## src/rtl/regfile_wb_queue.sv

```systemverilog
// Write-back queue feeding the regFile write port: arbitrates ALU (A) and load (B) results into an
// in-order FIFO and drains one registered write per cycle. Optional lookup port under REGFILE_WB_FWD_EN.
module regfile_wb_queue #(
    parameter int WORD_LEN   = 32,
    parameter int ADDR_LEN   = 5,
    parameter int DEPTH      = 4,
    parameter int STARVE_LIM = 3
) (
    input  logic                         clk,
    input  logic                         rst_n,
    input  logic                         a_valid,
    output logic                         a_ready,
    input  logic [ADDR_LEN-1:0]          a_addr,
    input  logic [WORD_LEN-1:0]          a_data,
    input  logic                         b_valid,
    output logic                         b_ready,
    input  logic [ADDR_LEN-1:0]          b_addr,
    input  logic [WORD_LEN-1:0]          b_data,
    input  logic                         drain_en,
    output logic                         rf_wen,
    output logic [ADDR_LEN-1:0]          rf_addr,
    output logic [WORD_LEN-1:0]          rf_data,
    output logic [$clog2(DEPTH+1)-1:0]   occupancy
`ifdef REGFILE_WB_FWD_EN
    ,
    input  logic [ADDR_LEN-1:0]          fwd_addr,
    output logic                         fwd_hit,
    output logic [WORD_LEN-1:0]          fwd_data
`endif
);

    localparam int PTR_W = $clog2(DEPTH);
    localparam int OCC_W = $clog2(DEPTH + 1);
    localparam int SC_W  = $clog2(STARVE_LIM + 1);

    logic [ADDR_LEN-1:0] mem_addr [DEPTH];
    logic [WORD_LEN-1:0] mem_data [DEPTH];

    logic [PTR_W-1:0]    head;
    logic [PTR_W-1:0]    tail;
    logic [SC_W-1:0]     starve_cnt;

    logic                full;
    logic                starved;
    logic                push_a;
    logic                push_b;
    logic                push;
    logic                pop;
    logic [ADDR_LEN-1:0] push_addr;
    logic [WORD_LEN-1:0] push_data;

    // A normally wins; once B has lost STARVE_LIM times in a row it takes the slot.
    always_comb begin
        full      = (occupancy == OCC_W'(DEPTH));
        starved   = (starve_cnt >= SC_W'(STARVE_LIM));
        a_ready   = !full && !(starved && b_valid);
        b_ready   = !full && (!a_valid || starved);
        push_a    = a_valid && a_ready;
        push_b    = b_valid && b_ready;
        push      = push_a || push_b;
        pop       = drain_en && (occupancy != '0);
        push_addr = push_b ? b_addr : a_addr;
        push_data = push_b ? b_data : a_data;
    end

    // NOTE: storage array is not reset; entries are only ever read when counted by occupancy.
    always_ff @(posedge clk) begin
        if (push) begin
            mem_addr[tail] <= push_addr;
            mem_data[tail] <= push_data;
        end
    end

    // NOTE: all state below uses non-blocking assignments so every register samples pre-edge values.
    always_ff @(posedge clk or negedge rst_n) begin
        if (!rst_n) begin
            head      <= '0;
            tail      <= '0;
            occupancy <= '0;
        end else begin
            if (push) tail <= tail + 1'b1;
            if (pop)  head <= head + 1'b1;
            case ({push, pop})
                2'b10:   occupancy <= occupancy + 1'b1;
                2'b01:   occupancy <= occupancy - 1'b1;
                default: occupancy <= occupancy;
            endcase
        end
    end

    always_ff @(posedge clk or negedge rst_n) begin
        if (!rst_n) begin
            starve_cnt <= '0;
        end else if (b_valid && !b_ready && !full) begin
            if (!starved) starve_cnt <= starve_cnt + 1'b1;
        end else if (!b_valid || push_b) begin
            starve_cnt <= '0;
        end
    end

    // Address/data hold their last value when idle; only rf_wen returns low.
    always_ff @(posedge clk or negedge rst_n) begin
        if (!rst_n) begin
            rf_wen  <= 1'b0;
            rf_addr <= '0;
            rf_data <= '0;
        end else if (pop) begin
            rf_wen  <= 1'b1;
            rf_addr <= mem_addr[head];
            rf_data <= mem_data[head];
        end else begin
            rf_wen  <= 1'b0;
        end
    end

`ifdef REGFILE_WB_FWD_EN
    // Scan oldest to youngest so the last assignment is the youngest pending write.
    always_comb begin
        fwd_hit  = 1'b0;
        fwd_data = '0;
        if (rf_wen && (rf_addr == fwd_addr)) begin
            fwd_hit  = 1'b1;
            fwd_data = rf_data;
        end
        for (int i = 0; i < DEPTH; i++) begin
            if ((OCC_W'(i) < occupancy) && (mem_addr[head + PTR_W'(i)] == fwd_addr)) begin
                fwd_hit  = 1'b1;
                fwd_data = mem_data[head + PTR_W'(i)];
            end
        end
    end
`endif

endmodule

```

## config.mk

```make
export PLATFORM = sky130hd
export DESIGN_NAME = regfile_wb_queue
export DESIGN_NICKNAME = d
export VERILOG_FILES = /design/src/rtl/regfile_wb_queue.sv
export SDC_FILE = /design/constraint.sdc
export NUM_CORES = 1
export LEC_CHECK = 0
export CAP_MARGIN = 40
export CORE_ASPECT_RATIO = 0.9
export CORE_UTILIZATION = 48
export DETAILED_ROUTE_END_ITERATION = 16
export PLACE_DENSITY = 0.76
export SYNTH_ARGS = -nofsm -noshare
export SYNTH_HDL_FRONTEND = slang
export SYNTH_SLANG_ARGS = --single-unit
```

## constraint.sdc

```tcl
create_clock -name clk -period 2.2 [get_ports clk]
set_input_delay 0.55 -clock clk [delete_from_list [all_inputs] [get_ports clk]]
set_output_delay 0.55 -clock clk [all_outputs]
set_load 0.02 [all_outputs]
```

# Yosys cells after proc, flatten, opt, wreduce, memory -nomap -nowiden
# Memories as Yosys holds them, arrays and structs flattened. A register that Yosys moved wholly into a read port is not among the register bits.
# Index checks and enable logic that the tools add are counted.
[totals]
latch_bits = 0
elab_cells = 48
mem_count = 2
inputBits = 79
romBits = 0
reg_bits = 10
out_inout_bits = 43
ramBits = 148
[memory_table]
columns = ["memory", "words", "width", "rd", "rd_ports_with_merged_regs", "write_ports", "line", "rtl"]
rows = [
  ["mem_data", 4, 32, 1, 1, 1, "37", "logic [WORD_LEN-1:0] mem_data [DEPTH];"],
  ["mem_addr", 4, 5, 1, 1, 1, "36", "logic [ADDR_LEN-1:0] mem_addr [DEPTH];"],
]
[op_classes]
bitwise_logic = 0
magnitude_cmp = 1
reduce_logical = 22
div = 0
mul = 0
shift = 0
eq_ne = 4
muxes = 9
addsub = 5
[op_table]
columns = ["operator", "count"]
rows = [
  ["$mux 32", 1],
  ["$logic_and 1x1->1", 8],
  ["$logic_not 1->1", 7],
  ["$add 2x1->2 const B", 3],
  ["$mux 2", 3],
  ["$pmux 3 s2", 1],
  ["$mux 5", 1],
  ["$reduce_bool 2->1", 2],
  ["$add 3x1->3 const B", 1],
  ["$eq 3x3->1 const B", 1],
  ["$logic_or 1x1->1", 3],
  ["$mux 1", 3],
  ["$reduce_bool 3->1", 1],
  ["$sub 3x1->3 const B", 1],
  ["$eq 2x1->1 const B", 1],
  ["$eq 2x2->1 const B", 1],
  ["$ge 2x2->1 const B", 1],
  ["$ne 2x2->1 const B", 1],
  ["$reduce_and 2->1", 1],
]

# Depth between registers and ports, before layout
# Gate-level depths: netlist of the first run.
[depth]
word_depth = 8
mapped_depth = 9
mapped_depth_nobuf = 9

# Least setup slack after synthesis of the first run
# Ideal clock, no wire load.
[synth_timing]
kind = "register to register"
from = "register occupancy[2]"
to = "memory mem_addr[2][0], enable pin"
arrival_time_ns = 1.952
setup_ns = 0.398
path_slack_ns = -0.150
required_time_ns = 1.802
path_stages_with_launch = 4
cell_sequence = "dfrtp_1 -> nor3b_1 -> nor2_1 -> and2_1"
[synth_between]
elab_chain_cells = 7
[synth_rtl]
columns = ["item", "line", "rtl"]
rows = [
  ["start, declared", "23", "output logic [$clog2(DEPTH+1)-1:0] occupancy"],
  ["start signal, assigned", "84", "2'b10: occupancy <= occupancy + 1'b1;"],
  ["start signal, assigned", "85", "2'b01: occupancy <= occupancy - 1'b1;"],
  ["start signal, assigned", "86", "default: occupancy <= occupancy;"],
  ["$eq 3x3->1 *", "54", "full = (occupancy == OCC_W'(DEPTH));"],
  ["$logic_not 1->1 *", "56, 57", ""],
  ["$logic_and 1x1->1, on equally long branches", "56, 57", ""],
  ["$logic_and 1x1->1, on equally long branches", "58, 59", ""],
  ["$logic_or 1x1->1 *", "60", "push = push_a || push_b;"],
  ["$mux 1 *", "68", "if (push) begin"],
  ["$mux 1 (implied by the code) *", "69", "mem_addr[tail] <= push_addr;"],
  ["end, declared", "36", ""],
]
# Every way passes the cells marked *; elsewhere a longest branch is shown, timed or not.

# Worst setup path after layout of the first run
[layout_timing]
from = "input port a_valid"
to = "output port b_ready"
[layout_between]
elab_chain_cells = 3
[layout_rtl]
columns = ["item", "line", "rtl"]
rows = [
  ["start, declared", "11", "input logic a_valid,"],
  ["$logic_not 1->1", "57", "b_ready = !full && (!a_valid || starved);"],
  ["$logic_or 1x1->1", "57", ""],
  ["$logic_and 1x1->1", "57", ""],
  ["end, declared", "16", "output logic b_ready,"],
]
# Every way passes these cells.

==> metrics.md, run 1 <==
| Metric | Value |
|---|---|
| Ports | `approximately 120` |
| Antenna Nets Post-Route | `0` |
| Root buf cell | `clkbuf_16` |
| Core Box Area | `approximately 16,000 um^2` |
| CP max FO | `3` |
| Pwr Total | `~14 mW` |
| Final Max Tran Viols | `0` |
| Sequential fraction of the synthesis area | `0.7270` |
| Total gr overflow | `0` |
| Initial Util | `0.4972` |
| CTS tree | `done` |
| CP Launch Type | `input port` |
| FP Rows | `between 40 and 50` |
| Synth top area cells | `edfxtp_1 (57%), dfrtp_1 (15%), mux4_2 (11%)` |
| Routed length per instance | `about 18 um` |
| Routed WL | `about 15,000 um` |
| Fin crit period | `2.134 ns` |
| Max-cap violations | `0` |
| WP data required | `roughly 1.7 ns` |
| Post-Syn Instances | `between 400 and 500` |
| Crit Path Category | `in2out` |
| Number of DRC markers in iteration 0 | `around 280` |
| Relative slew slack | `0.6317` |
| Num CTS Buffers | `17` |
| Post-route DRC violation count | `0` |
| Final setup violating endpoints | `0` |
| Post-Syn Area | `about 7700 um^2` |
| Count of clock tree sinks | `between 150 and 200` |
| Nets | `about 670` |
| Half-perimeter wire length after placement | `9274 um` |
| Non-filler cells, final | `800` |
| Pwr dens | `between 1000 and 1500 nW/um^2` |
| Final Cycle Share | `0.9698` |
| Synth area leader | `edfxtp_1` |
| Hold Slack | `roughly 0.12 ns` |
| Critical Path AT | `1.58 ns` |
| Die Area | `~17,000 um^2` |
| Hold Violations, Final | `0` |
| Pre-antenna DRT Iters | `5` |
| Fmax | `around 470 MHz` |
| Worst Tran Pin Value | `0.5525 ns` |
| Critical Path Sink Type | `output port` |
| All-Layer GR Usage | `0.1960` |
| # H-tree levels | `4` |
| RD Place Congestion | `between 0.7 and 0.8` |
| Avg Synthesized Cell Area | `~17 um^2` |
| Placement Cell Area | `~9400 um^2` |
| Status | `finished, final reports clean` |
| R2R depth | `9` |
| Via count | `4,155` |
| Area share of the largest cell type after synthesis | `0.5749` |
| Via density | `5.194` |
| Hold_buf cts | `0` |
| Initial antenna violation count | `0` |
| First-pass GRT wire length | `roughly 23,000 um` |
| P_leak | `between 3 and 4 nW` |
| Count of cell types in the netlist | `28` |
| Placed cell count | `roughly 770` |
| Worst Skew | `0.01358 ns` |
| Clock Latency Late Sink | `around 0.43 ns` |
| Yosys warning total | `0` |
| Antenna Cells | `0` |
| TNS Setup | `0 ns` |
| Clk buf depth | `2` |
| Worst-path clk slew | `about 0.060 ns` |
| Yosys reg bits | `~200` |
| Most common cell after layout, fill and taps aside | `edfxtp_1` |
| Most frequent cells in the layout | `edfxtp_1 (148), clkdlybuf4s50_1 (116), nand2_1 (114)` |
| Cell area after layout | `10,010 um^2` |
| # port buffers | `~120` |
| RSZ-0062 raised after global routing | `true` |
| Syn Nets | `529` |
| Chip height | `between 100 and 150 um` |
| VDD IR-drop max | `0.9356 mV` |
| Vias in the first global route | `~4.4k` |
| Largest net degree at the start of global routing | `48` |
| Hold Crit Class | `in2async` |
| Layout cells sized above 1 | `0.2241` |
| Syn-to-layout area delta | `29.49%` |
| Die W | `roughly 140 um` |
critical path, stage by stage:
cell and delay [ns]:
clkdlybuf4s50_1 0.52, nor2b_2 0.18, nor2_1 0.05, clkdlybuf4s15_1 0.29
layout make-up:
type / instances / area (um^2)
inverters: 7 / 26.28
fillers: 1061 / 5538
repair buffers: 143 / 1525
clock buffers: 24 / 481.7
clock inverters: 7 / 97.59
well taps: 202 / 252.7
flip-flops and latches: 195 / 5623
multi-input cells: 222 / 2004
report_power, final:
group | total [mW] | switching (mW) | internal, mW
clock network | 3.02 | 1.25 | 1.77
logic | 4.73 | 2.38 | 2.35
registers | 5.89 | 0.495 | 5.39
final timing paths:
check	startpoint	end	slack [ns]
worst max-delay path	a_valid	b_ready	0.07
worst min-delay path	rst_n	starve_cnt[0]	0.12
worst max register to register	occupancy[1]	occupancy[2]	0.13
worst min register to register	rf_data[27]	rf_data[27]	0.47
max in group asynchronous	rst_n	head[1]	1.83
min in group clk	rf_data[27]	rf_data[27]	0.47
synth_stat cells:
master / count
fa_1: 1
buf_2: 9
nand2b_1: 1
nand3_1: 1
xnor2_1: 4
or3_1: 1
mux4_2: 37
nor2_1: 4
buf_4: 2
clkbuf_1: 5
nor2b_1: 1
o31ai_1: 1
ha_1: 6
nand2_1: 114
xor2_1: 2
nand3_4: 1
buf_6: 3
dfrtp_1: 47
mux2i_1: 1
a21oi_1: 1
inv_1: 7
a21boi_0: 2
nor3b_1: 1
and2_1: 4
edfxtp_1: 148
mux2_1: 2
or3b_1: 1
mux2_2: 36
sequential cells by signal (all words and copies together), names as in the netlist:
register    count
head            2
mem_addr       20
mem_data      128
occupancy       3
rf_addr         5
rf_data        32
rf_wen          1
starve_cnt      2
tail            2
logic make-up (layout without fill, tap and decap cells):
kind of cell	Yosys count	after routing	share of synthesized area
fa+ha+maj	7	7	0.01230
simple gates	129	129	0.06797
flops	195	195	0.7270
buf+inv	26	181	0.01796
compound gates	4	4	0.003560
mux	76	76	0.1644
xor+xnor	6	6	0.006797
routing by layer:
| layer | track usage | share of wire |
|---|---|---|
| met4 | 0.06250 | 0.0063 |
| met1 | 0.2517 | 0.42 |
| met5 | 0 | 0 |
| met2 | 0.3246 | 0.52 |
| met3 | 0.05452 | 0.059 |
timing repair:
item,4_1_cts,5_1_grt
buffers inserted,0,0
gates cloned,0,0
endpoints found under the setup margin,2,3
gates resized for setup,3,4
endpoints found under the hold margin,0,0
pin swaps,0,0
stage by stage:
step	worst slack [ns]	util
finish	0.06649	0.6438
global route	-0.004534	0.6438
CTS	0.02426	0.6430
detailed placement	-0.2440	0.6058
global placement	-0.1759	0.6058
floorplan	0.07004	-
No activity file was read; power rests on OpenSTA's default activity.
==> run 2, diff against run 1 <==
--- a/config.mk
+++ b/config.mk
@@ -7,9 +7,10 @@
 export LEC_CHECK = 0
 export CAP_MARGIN = 40
 export CORE_ASPECT_RATIO = 0.9
-export CORE_UTILIZATION = 48
+export CORE_UTILIZATION = 50
+export CTS_BUF_LIST = sky130_fd_sc_hd__clkbuf_2 sky130_fd_sc_hd__clkbuf_4 sky130_fd_sc_hd__clkbuf_8
 export DETAILED_ROUTE_END_ITERATION = 16
-export PLACE_DENSITY = 0.76
+export PLACE_DENSITY = 0.79
 export SYNTH_ARGS = -nofsm -noshare
 export SYNTH_HDL_FRONTEND = slang
 export SYNTH_SLANG_ARGS = --single-unit
==> run 2 against run 1 <==
Non-clock buffer count rose by 3. Setup slack better by 0.0034 ns. Fmax up 0.16%. Sequential share of layout area grew 0.86 points. Flip-flop and latch count did not move. Largest cell class unchanged. Largest power group unchanged. Highest routed layer unchanged.
==> metrics.md, run 2 (same netlist as run 1, synthesis figures left out) <==
| Metric | Value |
|---|---|
| Status | `finished, final reports clean` |
| Largest register FFs | `128` |
| Hold Violations, Final | `0` |
| Relative slew slack | `0.5753` |
| Chip height | `roughly 120 um` |
| Crit-path max cell delay | `between 0.6 and 0.7 ns` |
| Final setup violating endpoints | `0` |
| FP Rows | `42` |
| Via count | `roughly 4.2k` |
| WP data required | `approximately 1.7 ns` |
| Count of clock tree sinks | `just under 200` |
| Most frequent cells in the layout | `edfxtp_1 (148), clkdlybuf4s50_1 (118), nand2_1 (114)` |
| Non-filler cells, final | `800` |
| Number of DRC markers in iteration 0 | `slightly below 300` |
| P_leak | `roughly 3.7 nW` |
| Worst-path clk slew | `0.09 ns` |
| Vias in the first global route | `~4.5k` |
| Max-cap violations | `0` |
| Hold_buf cts | `0` |
| All-Layer GR Usage | `0.2017` |
| CP Cell Sequence | `clkdlybuf4s50_1` |
| Initial antenna violation count | `0` |
| Root buf cell | `clkbuf_8` |
| Post-layout util | `0.6611` |
| Top Registers | `mem_data (128), rf_data (32), mem_addr (20)` |
| Critical Path AT | `~1.6 ns` |
| RD Place Congestion | `between 0.7 and 0.8` |
| Via density | `~5.3` |
| # H-tree levels | `4` |
| Die Area | `about 16,000 um^2` |
| Pre-antenna DRT Iters | `4` |
| Total gr overflow | `0` |
| Biggest register | `mem_data` |
| First-pass GRT wire length | `23,630 um` |
| VDD IR-drop max | `~0.78 mV` |
| Crit Path Category | `reg2out` |
| Largest net degree at the start of global routing | `40` |
| Antenna Nets Post-Route | `0` |
| Pwr dens | `around 1300 nW/um^2` |
| # port buffers | `121` |
| Hold Crit Class | `in2async` |
| Placed cell count | `~770` |
| Cell area after layout | `roughly 9900 um^2` |
| Routed length per instance | `roughly 18 um` |
| Worst Tran Pin Value | `about 0.64 ns` |
| Nets | `around 680` |
| Delay-heaviest family, CP | `buffers and inverters` |
| Die W | `133.1 um` |
| CP max FO | `6` |
| Num CTS Buffers | `17` |
| Worst Skew | `roughly 0.009 ns` |
| Most common cell after layout, fill and taps aside | `edfxtp_1` |
| Core Box Area | `about 15,000 um^2` |
| Fin crit period | `~2.1 ns` |
| Half-perimeter wire length after placement | `9506 um` |
| Critical Path Sink Type | `output port` |
| Routed WL | `about 15,000 um` |
| Initial Util | `0.5180` |
| Fmax | `about 470 MHz` |
| Antenna Cells | `0` |
| Clock Latency Late Sink | `around 0.47 ns` |
| CP Launch Type | `register` |
| Layout cells sized above 1 | `0.2409` |
| Final Cycle Share | `0.9682` |
| Placement Cell Area | `9417 um^2` |
| RSZ-0062 raised after global routing | `false` |
| TNS Setup | `0 ns` |
| CP max-delay cell | `clkdlybuf4s50_1` |
| Post-route DRC violation count | `0` |
| Ports | `about 120` |
| Clk buf depth | `2` |
| CTS tree | `done` |
| Final Max Tran Viols | `0` |
| Hold Slack | `just under 0.1 ns` |
| CP Buf/Inv Count | `1` |
| Syn-to-layout area delta | `27.63%` |
## run 2: cell types whose count changed in the layout (fill, tap and decap cells not counted), moves of 3 or more
| cell | before | now |
|---|---|---|
| buf_4 | 10 | 14 |
| clkbuf_1 | 4 | 0 |
| clkbuf_16 | 17 | 0 |
| clkbuf_8 | 3 | 17 |
| clkinv_4 | 0 | 3 |
| dfrtp_1 | 45 | 42 |
| dfrtp_2 | 2 | 5 |
## run 2: cell type report
type | instances | area (um^2)
Tap cell | 198 | 247.7
Fill cell | 996 | 5057
Multi-Input combinational cell | 222 | 2004
Inverter | 7 | 26.28
Clock buffer | 17 | 234.0
Clock inverter | 15 | 201.4
Sequential cell | 195 | 5627
Timing Repair Buffer | 146 | 1526
## run 2: stage by stage
stage / setup WS (ns) / total power [mW]
detailed placement: -0.1935 / 10.80
global route: 0.01239 / 13.83
finish: 0.06988 / 13.12
global placement: -0.1719 / 10.61
CTS: 0.01187 / 13.29
floorplan: 0.07004 / 8.673
## run 2: repair_timing
item | 4_1_cts | 5_1_grt
pin swaps | 0 | 0
setup buffers | 1 | 0
cloned | 0 | 0
setup endpoints to repair | 3 | 4
gates resized for setup | 7 | 3
## run 2: final timing paths
kind                                    from       endpoint  slack, ns  depth (start not counted)
worst max-delay path            occupancy[0]   occupancy[0]       0.07                          1
worst min-delay path                   rst_n  starve_cnt[1]        0.1                          1
worst max register to register  occupancy[0]   occupancy[2]       0.14                         10
worst min register to register    rf_data[5]     rf_data[5]       0.48                          2
max in group asynchronous              rst_n    rf_data[20]       1.45                          2
min in group clk                  rf_data[5]     rf_data[5]       0.48                          2
## run 2: metal layers
layer / GRT usage / wire, um / vias up
met1: 0.2655 / 6315 / 2124
met5: 0 / 0 / -
met3: 0.04943 / 813 / 13
met2: 0.3298 / 7387 / 140
met4: 0.06968 / 134 / 0
li1: - / - / 1938
## run 2: power breakdown
part           switching, mW  internal, mW
Sequential             0.536          5.39
Combinational           2.38          2.38
Clock                   1.28          1.16
Total                   4.20          8.93
